<file path="config.mk">
export PLATFORM = sky130hd
export DESIGN_NAME = pipereg_skid
export DESIGN_NICKNAME = d
export VERILOG_FILES = /design/src/rtl/pipereg_skid.sv
export SDC_FILE = /design/constraint.sdc
export NUM_CORES = 1
export LEC_CHECK = 0
export BUFFER_PORTS_ARGS = -buffer_cell sky130_fd_sc_hd__buf_2
export CAP_MARGIN = 20
export CORE_MARGIN = 1
export CORE_UTILIZATION = 54
export DETAILED_ROUTE_END_ITERATION = 10
export GPL_TIMING_DRIVEN = 0
export PLACE_DENSITY = 0.85
export SKIP_LAST_GASP = 1
export SYNTH_ARGS = -nofsm -noshare
export SYNTH_HDL_FRONTEND = slang
export SYNTH_SLANG_ARGS = --single-unit
</file>
<file path="constraint.sdc">
create_clock -name clk -period 2.2 [get_ports clk]
set_input_delay 0.11 -clock clk [delete_from_list [all_inputs] [get_ports clk]]
set_output_delay 0.11 -clock clk [all_outputs]
set_load 0.01 [all_outputs]
</file>
<file path="src/rtl/pipereg_skid.sv">
// ---------------------------------------------------------------------------
// pipereg_skid
//
// Parametrised inter-stage pipeline register with a valid/ready handshake.
// It holds up to two payloads: a main register that drives downstream and a
// skid register. Because of the skid register, o_up_ready depends only on
// registered state and i_en, and never on i_dn_ready. The block also provides:
//   - synchronous flush
//   - global enable
//   - control-bit masking on bubbles
//   - a saturating stall-cycle counter
//
// Parameters
//   W       payload width in bits
//   CTRL_W  number of payload LSBs that are control bits (1 <= CTRL_W <= W)
//   CNT_W   width of the stall-cycle counter
//
// Ports
//   clk          rising-edge clock
//   nrst         synchronous active-low reset (highest priority)
//   i_en         global enable; 0 freezes all state and blocks both handshakes
//   i_flush      synchronous flush; empties the stage and zeroes the payloads
//   i_up_valid   upstream payload valid
//   o_up_ready   stage can accept a payload this cycle
//   i_up_data    upstream payload
//   o_dn_valid   payload available downstream
//   i_dn_ready   downstream accepts this cycle
//   o_dn_data    downstream payload (control bits zero while o_dn_valid=0)
//   o_occupancy  number of held entries (0, 1 or 2)
//   o_stall_cnt  cycles with o_dn_valid=1 and i_dn_ready=0, saturating
// ---------------------------------------------------------------------------
module pipereg_skid #(
  parameter int W      = 96,
  parameter int CTRL_W = 4,
  parameter int CNT_W  = 16
) (
  input  logic             clk,
  input  logic             nrst,
  input  logic             i_en,
  input  logic             i_flush,
  input  logic             i_up_valid,
  output logic             o_up_ready,
  input  logic [W-1:0]     i_up_data,
  output logic             o_dn_valid,
  input  logic             i_dn_ready,
  output logic [W-1:0]     o_dn_data,
  output logic [1:0]       o_occupancy,
  output logic [CNT_W-1:0] o_stall_cnt
);

  localparam logic [CNT_W-1:0] CntMax = '1;

  logic [W-1:0]     r_main_data;
  logic             r_main_v;
  logic [W-1:0]     r_skid_data;
  logic             r_skid_v;
  logic [CNT_W-1:0] r_stall_cnt;

  logic w_acc;
  logic w_fire;
  logic w_stall;

  // Ready looks only at the skid flag. This keeps i_dn_ready out of the
  // upstream timing path.
  assign o_up_ready = i_en & ~r_skid_v;
  assign o_dn_valid = i_en & r_main_v;

  assign w_acc   = i_up_valid & o_up_ready;
  assign w_fire  = o_dn_valid & i_dn_ready;
  assign w_stall = o_dn_valid & ~i_dn_ready & ~i_flush;

  assign o_occupancy = {1'b0, r_main_v} + {1'b0, r_skid_v};
  assign o_stall_cnt = r_stall_cnt;

  // A bubble keeps its stale data bits, but it must never present an
  // asserted control bit to the next stage.
  always_comb begin
    o_dn_data = r_main_data;
    if (!o_dn_valid) begin
      o_dn_data[CTRL_W-1:0] = '0;
    end
  end

  // Single state process. Priority is reset, then flush, then handshakes.
  // The encoding {skid_v, main_v} = 2'b10 is unreachable; if it ever
  // appeared, the stage would recover by emptying itself.
  always_ff @(posedge clk) begin
    if (!nrst) begin
      r_main_data <= '0;
      r_main_v    <= 1'b0;
      r_skid_data <= '0;
      r_skid_v    <= 1'b0;
      r_stall_cnt <= '0;
    end else begin
      if (w_stall && (r_stall_cnt != CntMax)) begin
        r_stall_cnt <= r_stall_cnt + 1'b1;
      end
      if (i_flush) begin
        r_main_data <= '0;
        r_main_v    <= 1'b0;
        r_skid_data <= '0;
        r_skid_v    <= 1'b0;
      end else begin
        case ({r_skid_v, r_main_v})
          2'b00: begin
            if (w_acc) begin
              r_main_data <= i_up_data;
              r_main_v    <= 1'b1;
            end
          end
          2'b01: begin
            if (w_acc && w_fire) begin
              r_main_data <= i_up_data;
            end else if (w_acc) begin
              r_skid_data <= i_up_data;
              r_skid_v    <= 1'b1;
            end else if (w_fire) begin
              r_main_v <= 1'b0;
            end
          end
          2'b11: begin
            if (w_fire) begin
              r_main_data <= r_skid_data;
              r_skid_v    <= 1'b0;
            end
          end
          default: begin
            r_main_v <= 1'b0;
            r_skid_v <= 1'b0;
          end
        endcase
      end
    end
  end

endmodule

</file>
==> metrics.md, run 1 <==
| Metric | Value |
|---|---|
| Sequential fraction of the synthesis area | 45.0% |
| Area of the mapped netlist | 9340 sq um |
| Max layer used | met4 |
| Clock Sinks | 210 |
| WL per Instance | 17.4 um |
| CTS Buf Count | 23 |
| Placer Congestion | 0.822 |
| Net Count, Synth | 1,177 |
| Cell family with most CP delay | compound AO/OA/AOI/OAI gates |
| Total Wirelength | 28,700 um |
| CTS tree | yes |
| Yosys cell types | 36 |
| Tmin final | 2.20 ns |
| IO Port Bufs | 217 |
| Largest net degree at the start of global routing | 15 |
| Worst skew pair latency | 0.51 ns |
| Met3 Wirelength | 1580 um |
| Clk slew on worst S/H paths | 0.06 ns |
| Setup-failing EPs final | 0 |
| Place WS | -0.401 ns |
| Total core area | 16,800 sq um |
| Total leakage power | 4.99 nW |
| H-tree levels | 1 |
| Worst slew pin tran | 0.856 ns |
| Post-route setup slack | 0.00199 ns |
| Vias | 9,097 |
| Iter 0 DRT Violations | 568 |
| Synth Register Bits | 210 |
| RSZ-0062 raised after global routing | true |
| IO Pins | 218 |
| Synth area leaders | dfxtp_1, a21oi_1, mux2i_1 |
| Met1 WL | 11,300 um |
| Fin. Hold Viols | 0 |
| Outcome | completed |
| Crit-path cells | inv_1 -> ha_1 -> a222oi_1 -> buf_4 -> buf_4 -> buf_6 -> a21oi_1 -> a211oi_2 |
| Via-to-Cell Ratio | 5.52 |
| Top-area cell type share of the netlist area | 45.0% |
| CP bufs+invs | 4 |
| # nets final | 1,518 |
| Critical path arrival | 2.60 ns |
| Startpoint Class | flip-flop |
| Initial antenna violation count | 1 |
| Power Dens Cells | 730 nW/um^2 |
| Number of global-route vias before repair | 9,031 |
| Std cell rows | 47 |
| Initial Util | 55.7% |
| Fmax | 455 MHz |
| Share of cells above drive strength 1 | 28.3% |
| Final Skew | 0.00961 ns |
| Most used cell along the critical path | buf_4 |
| Largest area contributor in the netlist | dfxtp_1 |
| Critical path's slowest cell | dfxtp_4 |
| Die X | 134 um |
| Tightest Hold Check Type | input port to flip-flop |
| Final Cycle Share | 99.9% |
| Die H | 134 um |
| Post-DRT Antenna Nets | 0 |
| Maxcap violations | 0 |
| Crit Path Max Fanout | 10 |
| Placed Instances | 1,508 |
| Syn avg cell area | 8.72 sq um |
| Max transition margin | 42.9% |
| Post-detail-place hpwl | 17,400 um |
| Worst vdd ir | 0.000510 V |
| Die area | 17,800 sq um |
| Synth Instances | 1,071 |
| Crit end category | flip-flop |
| Setup CP Type | flip-flop to flip-flop |
| Crit path largest cell delay | 0.41 ns |
| Clock Tree Buf Depth | 3 |
| GR Overflow Total | 0 |
| Tot GR Track Use | 31.1% |
| Final Instance Count excl. Fillers | 1,649 |
| Area Overhead vs Synth | 35.3% |
| Fin. max-slew vios | 0 |
| Crit path required time | 2.60 ns |
| Met2 wire len | 14,700 um |
| Power consumption | 0.00922 W |
| Pre-antenna DRT Iters | 5 |
| Root Buffer | clkbuf_16 |
| First-pass GRT wire length | 44,400 um |
| Warnings from Yosys | 0 |
| Remaining routing DRC violations | 0 |
## worst paths after layout
kind,slack (ns),cells past startpoint,endpoint,start
setup / recovery,0.002,8,r_main_data[82],r_main_v
hold / removal,0.08,4,r_skid_v,i_dn_ready
setup reg to reg,0.002,8,r_main_data[82],r_main_v
hold reg to reg,0.45,2,r_skid_data[30],r_skid_data[30]
## where the power goes
part           internal (W)  switching, W  leakage, nW
Combinational      0.000540      0.000565         2.89
Sequential          0.00389     0.0000519         1.70
Clock               0.00261       0.00156        0.401
Total               0.00704       0.00218         4.99
## flip-flops by register name (all words and copies together), names as in the netlist
register and flops:
o_stall_cnt 16, r_skid_v 1, r_skid_data 96, r_main_data 96, r_main_v 1
## logic make-up after synthesis
| family | synth area share [%] |
|---|---|
| AO/OA/AOI/OAI | 20.1 |
| XOR/XNOR | 0.0938 |
| adder cells (fa/ha/maj) | 0.536 |
| buffers and inverters | 12.2 |
| flip-flops | 45.0 |
| multiplexers | 10.6 |
| AND/OR/NAND/NOR | 11.4 |
## Yosys cell counts
master / number
a222oi_1: 1
o21ai_0: 5
nor4_1: 1
buf_6: 5
nand3_1: 9
a221oi_1: 1
and4bb_2: 1
nand2_1: 198
clkbuf_1: 50
dfxtp_1: 210
a211oi_1: 100
buf_4: 97
and3b_1: 1
nand3b_1: 1
or4_1: 3
inv_1: 7
nor2b_1: 1
nor4b_1: 2
and3_1: 9
nor2_1: 7
buf_2: 29
ha_1: 4
nor3_1: 1
nand2b_1: 4
mux2i_1: 99
o31ai_1: 4
o41ai_1: 2
xor2_1: 1
and4_1: 1
a21oi_1: 201
and2_1: 2
o311ai_0: 1
o21ai_1: 1
or3_1: 6
a31oi_1: 2
nand4_1: 4
## tightest hold or removal path, cell delays in order
cell      delay [ns]
buf_2           0.12
nand2_1         0.09
a31oi_1         0.17
a211oi_1        0.05
## per-layer routing
layer  vias up  track usage [%]
met4         0             14.3
met2       352             56.6
met3        92             5.14
met1      4305             35.3
met5         -                0
li1       4348                -
## cell type report
class                      count  area [sq um]
sequential                   210          4210
fill                        1125          4120
multi-input combinational    673          4050
timing repair buffer         317          2080
buffer                       180          1160
clock buffer                  29           628
tap                          220           275
clock inverter                12           196
inverter                       7          26.3
antenna                        1          2.50
## placed cells by master (no fill, tap or decap), types with 3 or more instances in the layout
cell / instances
a21oi_1: 201
nand4_1: 4
clkbuf_16: 23
o21ai_0: 5
clkbuf_4: 5
a211oi_2: 7
ha_1: 3
nand2b_1: 4
nand3_1: 9
inv_1: 7
or4_1: 3
bufinv_16: 5
clkbuf_8: 3
clkinv_2: 4
dlygate4sd3_1: 97
nand2_1: 198
or3_1: 6
mux2i_1: 99
buf_2: 237
buf_4: 101
clkbuf_1: 51
dfxtp_1: 208
o31ai_1: 4
nor2_1: 7
and3_1: 9
a211oi_1: 93
buf_6: 5
## per-stage QoR
stage / hold WS, ns / instance area (sq um) / util (%) / TNS, ns
finish: 0.0821 / 12600 / 75.4 / 0
floorplan: 0.246 / 9340 / - / 0
detailed placement: 0.367 / 10700 / 63.8 / -33.64
global route: 0.123 / 12600 / 75.4 / -0.122
CTS: 0.0694 / 12500 / 74.7 / 0
global placement: 0.361 / 10700 / 63.8 / -28.89
## what timing repair did
item,CTS,global route
hold endpoints to repair,178,0
hold buffers,97,0
gates resized for setup,8,27
setup endpoints to repair,142,129
pin swaps,0,1
setup buffers,1,2
(Power assumes the default switching activity.)
==> run 2: changes to the inputs <==
CAP_MARGIN = unset   (was 20)
MAX_ROUTING_LAYER = met4   (was unset)
==> metrics.md, run 2 (same netlist as run 1, synthesis figures left out) <==
| Metric | Value |
|---|---|
| Critical path's slowest cell | dfxtp_4 |
| Setup CP Type | flip-flop to flip-flop |
| Tmin final | 2.19 ns (-0.00688 ns) |
| Net Sw Frac | 23.7% (+0.041 points) |
| Total core area | 16,800 sq um (unchanged) |
| Reg-to-reg critical path endpoint | r_main_data[82] |
| Crit path required time | 2.60 ns (about the same) |
| Outcome | completed |
| Clock power frac | 45.3% (about the same) |
| Cell family with most CP delay | compound AO/OA/AOI/OAI gates |
| Worst vdd ir | 0.000511 V (+0.12%) |
| Via-to-Cell Ratio | 5.56 (+0.71%) |
| Post-DRT Antenna Nets | 0 (unchanged) |
| # nets final | 1,518 (unchanged) |
| Area Overhead vs Synth | 35.3% (about the same) |
| Layout Utilization | 75.4% (about the same) |
| Hold path depth | 4 (unchanged) |
| RSZ-0062 raised after global routing | true |
| Register Area | 4210 sq um (unchanged) |
| Area of the multi-input gates | 4050 sq um (unchanged) |
| Die X | 134 um (unchanged) |
| Std cell rows | 47 (unchanged) |
| Tot GR Track Use | 32.0% (+0.95 points) |
| CTS Buf Count | 23 (unchanged) |
| Fin. max-slew vios | 0 (unchanged) |
| Combinational share of power | 12.0% (about the same) |
| H-tree levels | 1 (unchanged) |
| Crit-path cells | inv_1 -> ha_1 -> a222oi_1 -> buf_4 -> buf_4 -> buf_6 -> a21oi_1 -> a211oi_2 |
| Crit Path Max Fanout | 10 (unchanged) |
| Remaining routing DRC violations | 0 (unchanged) |
| CTS tree | yes |
| Placer Congestion | 0.836 (+1.7%) |
| Fmax | 456 MHz (+0.31%) |
| Initial antenna violation count | 1 (unchanged) |
| Clk slew on worst S/H paths | 0.06 ns (about the same) |
| Fillcell total | 1,124 (-0.089%) |
| Largest net degree at the start of global routing | 15 (unchanged) |
| Iter 0 DRT Violations | 555 (-2.3%) |
| Die area | 17,800 sq um (unchanged) |
| IO Pins | 218 (unchanged) |
| Initial Util | 55.7% (unchanged) |
| Maxcap violations | 0 (unchanged) |
| Max transition margin | 47.5% (+4.6 points) |
| Post-detail-place hpwl | 17,400 um (unchanged) |
| Vias | 9,162 (+0.71%) |
| Root Buffer | clkbuf_16 |
| Power Dens Cells | 730 nW/um^2 (about the same) |
| IO Port Bufs | 217 (unchanged) |
| Crit end category | flip-flop |
| Internal power | 0.00704 W (about the same) |
| Clock Tree Buf Depth | 3 (unchanged) |
| Total Wirelength | 28,700 um (+0.23%) |
| Power consumption | 0.00923 W (about the same) |
| Final Cycle Share | 99.6% (-0.31 points) |
| Crit path largest cell delay | 0.41 ns (about the same) |
| Clock Sinks | 210 (unchanged) |
| WL per Instance | 17.4 um (+0.23%) |
| Total leakage power | 4.99 nW (about the same) |
| Fin. Hold Viols | 0 (unchanged) |
| Share of cells above drive strength 1 | 28.4% (+0.070 points) |
| GR Overflow Total | 0 (unchanged) |
| Worst skew pair latency | 0.50 ns (about the same) |
| Critical R2R Launch | r_main_v |
| Setup-failing EPs final | 0 (unchanged) |
| First-pass GRT wire length | 44,400 um (about the same) |
| Sw power | 0.00218 W (+0.23%) |
| FF-to-FF path depth | 8 (unchanged) |
| Die H | 134 um (unchanged) |
| HP Start | i_dn_ready |
| CP bufs+invs | 4 (unchanged) |
| Final Skew | 0.0104 ns (+0.000795 ns) |
| Number of global-route vias before repair | 9,031 (unchanged) |
| Most frequent cells in the layout | buf_2, dfxtp_1, a21oi_1 |
| Sequential share of power | 42.7% (about the same) |
| Reg2Reg Setup Slack | 0.009 ns (about the same) |
| Critical path arrival | 2.59 ns (about the same) |
| Worst slew pin tran | 0.787 ns (-0.0685 ns) |
| Tightest Hold Check Type | input port to flip-flop |
| Most common cell after layout, fill and taps aside | buf_2 |
| WHS Endpoint | r_skid_v |
| Most used cell along the critical path | buf_4 |
| Startpoint Class | flip-flop |
| Pre-antenna DRT Iters | 5 (unchanged) |
run 2: cell types whose count changed in the layout (fill, tap and decap cells not counted):
cell      before  now
clkbuf_2       1    2
clkbuf_1      51   50
run 2: what timing repair did:
item	CTS	global route
setup endpoints to repair	142	129
pin swaps	0	1
hold endpoints to repair	178	0
gates cloned	0	0
setup buffers	1	2
gates resized for setup	8	30
hold buffers	97	0
run 2: worst min-delay path, delay by kind of cell:
kind                   cells  cell delay (ns)
AOI/OAI and AO/OA          2             0.22
buffers and inverters      1             0.12
and+or+nand+nor            1             0.09
run 2: final cells by class:
| cell class | instances | share of cell area [%] |
|---|---|---|
| sequential | 210 | 33.3 |
| multi-input combinational | 673 | 32.1 |
| timing repair buffer | 317 | 16.5 |
| buffer | 180 | 9.23 |
| clock buffer | 29 | 4.97 |
| tap | 220 | 2.18 |
| clock inverter | 12 | 1.55 |
| inverter | 7 | 0.208 |
| antenna | 1 | 0.0198 |
run 2: worst max-delay path by stage:
stage               startpoint              end  cells past startpoint
floorplan             r_main_v   r_main_data[0]                      9
global placement      r_main_v  r_main_data[83]                      9
detailed placement    r_main_v  r_main_data[22]                      9
CTS                   r_main_v  r_main_data[23]                      9
global route          r_main_v  r_main_data[19]                      6
finish                r_main_v  r_main_data[82]                      8
run 2: power by group through the flow:
stage | Combinational [W] | Sequential (W) | Clock [W]
2_1_floorplan | 0.000568 | 0.00401 | 0
3_5_place_dp | 0.000899 | 0.00402 | 0
4_1_cts | 0.00105 | 0.00394 | 0.00419
5_1_grt | 0.00118 | 0.00395 | 0.00436
6_report | 0.00111 | 0.00394 | 0.00418
3_3_place_gp | 0.000876 | 0.00402 | 0
run 2: per-layer routing:
layer | part of all wire (%) | GRT usage, %
met1 | 39 | 35.3
met2 | 51 | 56.5
met3 | 5.6 | 5.02
met4 | 3.9 | 14.6
met5 | 0 | -
run 2: metrics by stage:
stage	std cells	hold slack, ns	setup WS [ns]	instance area, sq um	TNS, ns
after floorplan	1071	0.246	0.162	9340	0
after global placement	1508	0.361	-0.361	10700	-28.89
after detailed placement	1508	0.367	-0.401	10700	-33.64
after CTS	1647	0.0694	0.00792	12500	0
after global routing	1649	0.123	-0.0321	12600	-0.0988
final	1649	0.0843	0.00887	12600	0
==> run 3: changes to the inputs <==
CORE_UTILIZATION = 58   (was 54)
PLACE_DENSITY = 0.9   (was 0.85)
clock period = 2.7 ns   (was 2.2 ns; I/O delays follow)
==> metrics.md, run 3 (same netlist as run 1, synthesis figures left out) <==
| Metric | Value |
|---|---|
| Fillcell total | 980 (-13%) |
| Sequential share of power | 43.6% (+0.9 points) |
| H-tree levels | 1 (unchanged) |
| Worst slew pin tran | 0.810 ns (+0.0225 ns) |
| Combinational share of power | 11.9% (about the same) |
| Place WS | 0.141 ns (+0.542 ns) |
| Crit end category | flip-flop |
| Most common cell after layout, fill and taps aside | buf_2 |
| Internal power | 0.00563 W (-20%) |
| Total core area | 15,800 sq um (-5.6%) |
| Crit Path Max Fanout | 11 (+1) |
| Tightest Hold Check Type | input port to flip-flop |
| Area Overhead vs Synth | 33.5% |
| Fmax | 394 MHz (-14%) |
| Startpoint Class | flip-flop |
| GR Overflow Total | 0 (unchanged) |
| RSZ-0062 raised after global routing | false |
| Total leakage power | 4.95 nW (-0.85%) |
| Initial Util | 59.0% (+3.3 points) |
| Placed Instances | 1,504 (-0.27%) |
| Critical path arrival | 2.89 ns (+0.30 ns) |
| Maxcap violations | 0 (unchanged) |
| Root Buffer | clkbuf_16 |
| Crit path largest cell delay | 0.46 ns (+0.05 ns) |
| Final Skew | 0.00799 ns (-0.00241 ns) |
| Fin. Hold Viols | 0 (unchanged) |
| IO Port Bufs | 217 (unchanged) |
| Crit-path cells | inv_1 -> ha_1 -> a222oi_1 -> buf_2 -> and2_1 -> buf_2 -> buf_6 -> buf_6 -> a211oi_1 |
| Crit path required time | 3.05 ns (+0.45 ns) |
| Tmin final | 2.54 ns (+0.347 ns) |
| Clock power frac | 44.5% (-0.8 points) |
| Die area | 16,600 sq um (-6.8%) |
| Fin. max-slew vios | 0 (unchanged) |
| Die H | 129 um (-3.5%) |
| Worst vdd ir | 0.000544 V (+6.5%) |
| Power Dens Cells | 592 nW/um^2 (-19%) |
| Initial antenna violation count | 2 (+1) |
| Iter 0 DRT Violations | 559 (+0.72%) |
| Clock Sinks | 210 (unchanged) |
| CTS Buf Count | 22 (-4.3%) |
| Post-detail-place hpwl | 17,100 um (-1.5%) |
| Tot GR Track Use | 34.7% (+2.7 points) |
| IO Pins | 218 (unchanged) |
| Pre-antenna DRT Iters | 6 (+1) |
| Largest net degree at the start of global routing | 15 (unchanged) |
| Post-DRT Antenna Nets | 0 (unchanged) |
| Final Instance Count excl. Fillers | 1,643 (-0.36%) |
| Std cell rows | 46 (-2.1%) |
| Remaining routing DRC violations | 0 (unchanged) |
| WL per Instance | 17.5 um (+0.38%) |
| Net Sw Frac | 23.8% (+0.093 points) |
| Final Cycle Share | 94.0% (-5.6 points) |
| Placer Congestion | 0.875 (+4.7%) |
| Setup-failing EPs final | 0 (unchanged) |
| Setup CP Type | flip-flop to flip-flop |
| Fin Setup TNS | 0 ns (unchanged) |
| Final hold slack | 0.105 ns (+0.0204 ns) |
| Total Wirelength | 28,700 um (about the same) |
| Reg2Reg Setup Slack | 0.16 ns (+0.15 ns) |
| Worst skew pair latency | 0.50 ns (about the same) |
| Die X | 129 um (-3.5%) |
| Crit path launch | r_main_v |
| Clk slew on worst S/H paths | 0.06 ns (about the same) |
| Critical R2R Launch | r_main_v |
| Clock Tree Buf Depth | 3 (unchanged) |
| HP Start | i_up_valid |
| Critical path's slowest cell | dfxtp_2 |
| Via-to-Cell Ratio | 5.65 (+1.7%) |
| Most frequent cells in the layout | buf_2, dfxtp_1, a21oi_1 |
| Post-route setup slack | 0.161 ns (+0.153 ns) |
| Number of global-route vias before repair | 8,893 (-1.5%) |
| Sw power | 0.00175 W (-20%) |
| # nets final | 1,515 (-0.20%) |
| Vias | 9,283 (+1.3%) |
| CTS tree | yes |
| Outcome | completed |
| Share of cells above drive strength 1 | 27.2% (-1.1 points) |
| Post-CTS Setup Inserts | 0 (-1) |
| Max transition margin | 46.0% (-1.5 points) |
| First-pass GRT wire length | 44,300 um (-0.27%) |
## run 3: path summary, 6_finish.rpt
| path | endpoint | cells after the start |
|---|---|---|
| setup / recovery | r_main_data[84] | 9 |
| hold reg to reg | r_skid_data[70] | 2 |
| hold / removal | r_main_v | 4 |
| setup reg to reg | r_main_data[84] | 9 |
## run 3: metal layers
layer  part of all wire [%]  routed length [um]  global-route usage, %
met5                      0                   0                      -
met4                    4.8                1390                   17.2
met3                    6.9                1990                   6.28
met2                     50               14400                   59.7
met1                     38               11000                   38.7
## run 3: power by group through the flow
stage	sequential, W	clock (W)	combinational [W]
2_1_floorplan	0.00327	0	0.000463
3_3_place_gp	0.00328	0	0.000711
3_5_place_dp	0.00328	0	0.000728
4_1_cts	0.00321	0.00330	0.000846
5_1_grt	0.00322	0.00344	0.000945
6_report	0.00322	0.00329	0.000879
## run 3: repair_timing
| action | CTS | global route |
|---|---|---|
| endpoints found under the hold margin | 139 | 0 |
| endpoints found under the setup margin | 0 | 40 |
| hold buffers | 97 | 0 |
| resized for setup | 0 | 1 |
## run 3: stage by stage
stage          util [%]  instance area [sq um]  power, W
4_1_cts            78.7                  12500   0.00736
6_report           78.8                  12500   0.00738
5_1_grt            78.8                  12500   0.00760
2_1_floorplan         -                   9340   0.00373
3_5_place_dp       67.6                  10700   0.00401
3_3_place_gp       67.6                  10700   0.00399
## run 3: layout make-up
cell class / count / area (sq um) / share of cell area [%]
multi-input combinational: 673 / 3990 / 32.0
clock inverter: 8 / 119 / 0.953
antenna: 2 / 5.00 / 0.0401
tap: 216 / 270 / 2.17
timing repair buffer: 314 / 2060 / 16.5
inverter: 7 / 26.3 / 0.211
buffer: 181 / 1120 / 8.96
sequential: 210 / 4210 / 33.7
clock buffer: 32 / 679 / 5.45
## run 3: critical path, delay by kind of cell, from the launching register on
kind	cells	cell delay (ns)
DFF	1	0.46
adders and majority gates	1	0.34
and+or+nand+nor	1	0.15
buffers and inverters	5	0.98
AOI/OAI and AO/OA	2	0.46
